[src/rtl/mips_pkg.sv]
// Shared MIPS datapath constants and types.
// Used by the register file and its pending-write scoreboard.
package mips_pkg;

    localparam int DATA_WIDTH = 32;
    localparam int ADDR_WIDTH = 5;
    localparam int NUM_REGS   = 32;
    localparam int PEND_WIDTH = 2;

    typedef logic [ADDR_WIDTH-1:0] reg_addr_t;
    typedef logic [DATA_WIDTH-1:0] word_t;

    localparam reg_addr_t REG_ZERO = '0;

endpackage

[src/rtl/reg_scoreboard.sv]
// Per-register pending-write counters and RAW hazard detection.
// Option: WB_BYPASS_EN lets the last retiring writer clear its stall early.
module reg_scoreboard #(
    parameter int NUM_REGS   = 32,
    parameter int ADDR_WIDTH = 5,
    parameter int PEND_WIDTH = 2
) (
    input  logic                  clk,
    input  logic                  reset,
    input  logic                  wb_reg_write,
    input  logic [ADDR_WIDTH-1:0] wb_dest,
    input  logic                  issue_valid,
    input  logic                  issue_writes,
    input  logic [ADDR_WIDTH-1:0] issue_dest,
    input  logic                  flush,
    input  logic [ADDR_WIDTH-1:0] rs_addr,
    input  logic [ADDR_WIDTH-1:0] rt_addr,
    output logic                  hazard_stall,
    output logic                  pend_overflow
);
    import mips_pkg::*;

    localparam logic [PEND_WIDTH-1:0] PEND_MAX = '1;
    localparam logic [PEND_WIDTH-1:0] PEND_ONE = PEND_WIDTH'(1);
    localparam logic [ADDR_WIDTH-1:0] ZERO_IDX = ADDR_WIDTH'(REG_ZERO);

    logic [PEND_WIDTH-1:0] pend      [NUM_REGS];
    logic [PEND_WIDTH-1:0] pend_next [NUM_REGS];
    logic [NUM_REGS-1:0]   inc_vec;
    logic [NUM_REGS-1:0]   dec_vec;
    logic                  retire;
    logic                  issue_ok;
    logic                  same_reg;

    function automatic logic src_busy(input logic [ADDR_WIDTH-1:0] r);
        logic busy;
        busy = (r != ZERO_IDX) && (pend[r] != '0);
`ifdef WB_BYPASS_EN
        if (retire && wb_dest == r && pend[r] == PEND_ONE)
            busy = 1'b0;
`endif
        return busy;
    endfunction

    // Stall decode when either source still has a writer in flight
    always_comb begin
        hazard_stall = issue_valid && (src_busy(rs_addr) || src_busy(rt_addr));
    end

    // Qualify issue and retire events into one-hot per-register strobes
    always_comb begin
        retire   = wb_reg_write && (wb_dest != ZERO_IDX);
        issue_ok = issue_valid && issue_writes && !hazard_stall
                   && (issue_dest != ZERO_IDX) && !flush;
        same_reg = retire && (wb_dest == issue_dest);
        inc_vec  = issue_ok ? (NUM_REGS'(1) << issue_dest) : '0;
        dec_vec  = retire ? (NUM_REGS'(1) << wb_dest) : '0;
    end

    // Next counter values: flush clears, simultaneous inc/dec cancels
    always_comb begin
        for (int r = 0; r < NUM_REGS; r++) begin
            pend_next[r] = pend[r];
            if (flush)
                pend_next[r] = '0;
            else if (inc_vec[r] && !dec_vec[r] && pend[r] != PEND_MAX)
                pend_next[r] = pend[r] + PEND_ONE;
            else if (dec_vec[r] && !inc_vec[r] && pend[r] != '0)
                pend_next[r] = pend[r] - PEND_ONE;
        end
    end

    // Counter state and sticky overflow flag
    always_ff @(posedge clk or posedge reset) begin
        if (reset) begin
            for (int r = 0; r < NUM_REGS; r++)
                pend[r] <= '0;
            pend_overflow <= 1'b0;
        end else begin
            pend <= pend_next;
            if (issue_ok && !same_reg && pend[issue_dest] == PEND_MAX)
                pend_overflow <= 1'b1;
        end
    end

endmodule

[src/rtl/reg_file_scoreboard.sv]
// Architectural register file with a RAW-hazard scoreboard.
// Option: WB_BYPASS_EN enables write-through reads of the retiring value.
module reg_file_scoreboard #(
    parameter int DATA_WIDTH = 32,
    parameter int NUM_REGS   = 32,
    parameter int ADDR_WIDTH = 5,
    parameter int PEND_WIDTH = 2
) (
    input  logic                  clk,
    input  logic                  reset,
    input  logic                  wb_reg_write,
    input  logic [ADDR_WIDTH-1:0] wb_dest,
    input  logic [DATA_WIDTH-1:0] wb_data,
    input  logic [ADDR_WIDTH-1:0] id_rs_addr,
    input  logic [ADDR_WIDTH-1:0] id_rt_addr,
    output logic [DATA_WIDTH-1:0] id_rs_data,
    output logic [DATA_WIDTH-1:0] id_rt_data,
    input  logic                  issue_valid,
    input  logic                  issue_writes,
    input  logic [ADDR_WIDTH-1:0] issue_dest,
    input  logic                  flush,
    output logic                  hazard_stall,
    output logic                  pend_overflow
);
    import mips_pkg::*;

    localparam logic [ADDR_WIDTH-1:0] ZERO_IDX = ADDR_WIDTH'(REG_ZERO);

    logic [DATA_WIDTH-1:0] regs [NUM_REGS];
    logic                  retire;

    assign retire = wb_reg_write && (wb_dest != ZERO_IDX);

    // Register array; register 0 is never written
    always_ff @(posedge clk or posedge reset) begin
        if (reset) begin
            for (int r = 0; r < NUM_REGS; r++)
                regs[r] <= '0;
        end else if (retire) begin
            regs[wb_dest] <= wb_data;
        end
    end

    // Combinational read ports with optional write-through
    always_comb begin
        id_rs_data = (id_rs_addr == ZERO_IDX) ? '0 : regs[id_rs_addr];
        id_rt_data = (id_rt_addr == ZERO_IDX) ? '0 : regs[id_rt_addr];
`ifdef WB_BYPASS_EN
        if (!reset && retire && wb_dest == id_rs_addr)
            id_rs_data = wb_data;
        if (!reset && retire && wb_dest == id_rt_addr)
            id_rt_data = wb_data;
`endif
    end

    reg_scoreboard #(
        .NUM_REGS   (NUM_REGS),
        .ADDR_WIDTH (ADDR_WIDTH),
        .PEND_WIDTH (PEND_WIDTH)
    ) u_sb (
        .clk           (clk),
        .reset         (reset),
        .wb_reg_write  (wb_reg_write),
        .wb_dest       (wb_dest),
        .issue_valid   (issue_valid),
        .issue_writes  (issue_writes),
        .issue_dest    (issue_dest),
        .flush         (flush),
        .rs_addr       (id_rs_addr),
        .rt_addr       (id_rt_addr),
        .hazard_stall  (hazard_stall),
        .pend_overflow (pend_overflow)
    );

endmodule

[config.mk]
export PLATFORM = sky130hd
export DESIGN_NAME = reg_file_scoreboard
export DESIGN_NICKNAME = d
export VERILOG_FILES = /design/src/rtl/mips_pkg.sv /design/src/rtl/reg_scoreboard.sv /design/src/rtl/reg_file_scoreboard.sv
export SDC_FILE = /design/constraint.sdc
export NUM_CORES = 2
export LEC_CHECK = 0
export BUFFER_PORTS_ARGS = -buffer_cell sky130_fd_sc_hd__clkbuf_2
export CAP_MARGIN = 25
export CORE_MARGIN = 10
export CORE_UTILIZATION = 40
export CTS_CLUSTER_DIAMETER = 30
export DETAILED_ROUTE_END_ITERATION = 16
export HOLD_SLACK_MARGIN = 0.03
export SETUP_SLACK_MARGIN = 0.05
export SYNTH_ARGS = -nofsm -noshare
export SYNTH_HDL_FRONTEND = slang
export SYNTH_SLANG_ARGS = --single-unit
[constraint.sdc]
create_clock -name clk -period 66.9 [get_ports clk]
set_clock_uncertainty 0.1 [all_clocks]
set_input_delay 3.345 -clock clk [delete_from_list [all_inputs] [get_ports clk]]
set_output_delay 3.345 -clock clk [all_outputs]
set_load 0.01 [all_outputs]
==> impl_metrics.json <==
{
  "core_mm2": 0.148,
  "drive_above_1_share_pct": 37.6,
  "dieArea_mm2": 0.165,
  "yosysWarnings": 0,
  "p_total_mw": 2.38,
  "ir_drop_mv": 0.0262,
  "track_usage_pct": 23.9,
  "drt-total-wl_um": 198000,
  "setup-tns-final_ns": 0,
  "area_growth_pct": 17.0,
  "ctsHoldBuffers": 0,
  "min_from": "regs[998]",
  "dr.pass1.iters": 5,
  "yosys_most_used_dff": "dfrtp_1",
  "p_leak_nw": 31.0,
  "final.min_clock_period_ns": 10.97,
  "yosys.area.top_type": "dfrtp_1",
  "crit_path_start": "id_rt_addr[0]",
  "clk_pin_slew_ns": 0.05,
  "rsz0062_at_grt": "no",
  "gp_congestion": 0.819,
  "syn-num-nets": 4921,
  "hold_viol": 0,
  "syn_avg_cell_area_um2": 12.3,
  "dp.final_hpwl_um": 107000,
  "drc_errors": 0,
  "netlist_instances": 4863,
  "drt_iter0_drc": 4867,
  "post_cts_buffers": 0,
  "clock_path_buffers": 3,
  "wl_per_cell_um": 28.5,
  "syn_area_mm2": 0.0598,
  "p_per_area_mw_per_mm2": 33.9,
  "grt_max_degree": 106,
  "num-nets-final": 4887,
  "antenna_found_initial": 11,
  "final_cell_mix": "nand2_1, dfrtp_1, mux4_2",
  "start_util_pct": 40.4,
  "async_flop_share_pct": 100,
  "drv_cap": 0,
  "numCtsBuffers": 217,
  "cts_tree": "built",
  "insertion_delay_ns": 0.82,
  "grt_pass1_vias": 43600,
  "tightest_slew_ns": 1.02,
  "ys_ff_latch": 1089,
  "ant_nets": 0,
  "h-tree-depth": 4,
  "startpoint_type": "input pin",
  "crit_arrival_ns": 7.52,
  "fp-row-count": 141,
  "crit_fanout": 76,
  "worstSetupEndpointType": "output pin",
  "io_buffers": 123,
  "pin_count": 124,
  "max_freq_mhz": 91.2,
  "finalCritPeriodShare_pct": 16.4,
  "synthDistinctLibCells": 58,
  "yosys-top-cells-area": "dfrtp_1, mux4_2, mux2_2, nand2_1, clkbuf_1",
  "status": "finished, final reports clean",
  "maxSlewViolCount": 0,
  "criticalPathCategory": "input pin to output pin",
  "cp_data_required_time_ns": 63.45,
  "overflow": 0,
  "reg2reg_from": "u_sb.pend[36]",
  "cts_sinks": 1089,
  "cts_resized": 0,
  "dp_slack_ns": 55.78,
  "finalSetupViolCount": 0,
  "setup_ws_ns": 55.93,
  "max-slew-margin-rel_pct": 32.0,
  "synth.top_cell.area_share_pct": 45.5,
  "avgViaCountPerCell": 6.16,
  "layout_commonest_cell": "nand2_1",
  "vias": 42800,
  "cts_root_buf": "clkbuf_16",
  "synth_edf_count": 0,
  "die_h_um": 407,
  "die_w_um": 407,
  "yosysSeqAreaShare_pct": 45.5,
  "hp-class": "flip-flop to flip-flop",
  "grt_pass1_wl_um": 295000
}
## metrics by stage
stage	std cells	cell area (um^2)	hold slack, ns	utilization, %
after detailed placement	6534	62100	0.283	41.9
final	6949	70000	0.292	47.2
after CTS	6940	69800	0.293	47.1
after floorplan	4863	59800	0.341	-
after global placement	6533	62100	0.278	41.9
after global routing	6948	70000	0.305	47.2
## critical path: stages
cell      delay (ns)
buf_8           0.65
buf_4           0.85
buf_4           0.82
mux4_2          0.59
mux4_2          0.49
mux2i_1         0.33
nor2_1          0.18
clkbuf_2        0.19
## synthesized netlist by cell type (all sizes together) (4+ instances only)
master,n
dfrtp,1089
nor4b,7
o311ai,8
or4b,6
nand4b,12
a22o,6
mux2i,96
nor2b,21
o31a,11
clkbuf,385
nand4,10
nor4,16
nand2b,11
nor3b,5
a21o,4
a31oi,16
mux2,550
nand2,1430
o41ai,7
mux4,663
and2,9
or4,8
o211ai,4
o21ai,53
o21a,4
o31ai,25
nor2,142
inv,17
a21oi,47
a22oi,7
o21bai,5
buf,90
nor3,32
nand3,41
## worst paths after layout
check | to | slack, ns | depth (start not counted)
setup reg to reg | u_sb.pend[22] | 63.30 | 9
max in group asynchronous | regs[378] | 60.70 | 7
setup / recovery | id_rt_data[12] | 55.93 | 8
hold reg to reg | regs[998] | 0.29 | 0
min in group asynchronous | regs[40] | 2.52 | 2
hold / removal | regs[998] | 0.29 | 0
## sequential cells by signal, indices dropped and copies added (netlist names)
name and count:
regs 1024, u_sb.pend 64, u_sb.pend_overflow 1
## final cells by class
type | instances | area, um^2
fill | 12900 | 78200
multi-input combinational | 3282 | 30900
sequential | 1089 | 27300
clock buffer | 266 | 5880
tap | 1930 | 2410
clock inverter | 140 | 1880
timing repair buffer | 222 | 1560
inverter | 17 | 71.3
antenna | 3 | 7.51
## power by group
group	total [mW]	switching, mW	internal [mW]
sequential	0.861	0.0857	0.775
clock	1.13	0.395	0.735
combinational	0.383	0.166	0.217
## cell families (layout without fill, tap and decap cells)
logic type	Yosys count	in the layout	share of synthesized area (%)
AOI/OAI and AO/OA	207	207	2.24
xor gates and xnor gates	4	4	0.0586
buffers and inverters	492	645	3.20
DFF	1089	1089	45.5
muxes	1309	1309	36.9
other	0	3	0
and+or+nand+nor	1762	1762	12.0
## per-layer routing
layer  share of wire, %  global-route usage (%)
met2                 46                    36.7
met1                 40                    32.1
met4                4.4                    10.6
met3                9.5                    5.91
met5              0.042                       0
Power figures use the tool's default switching activity.
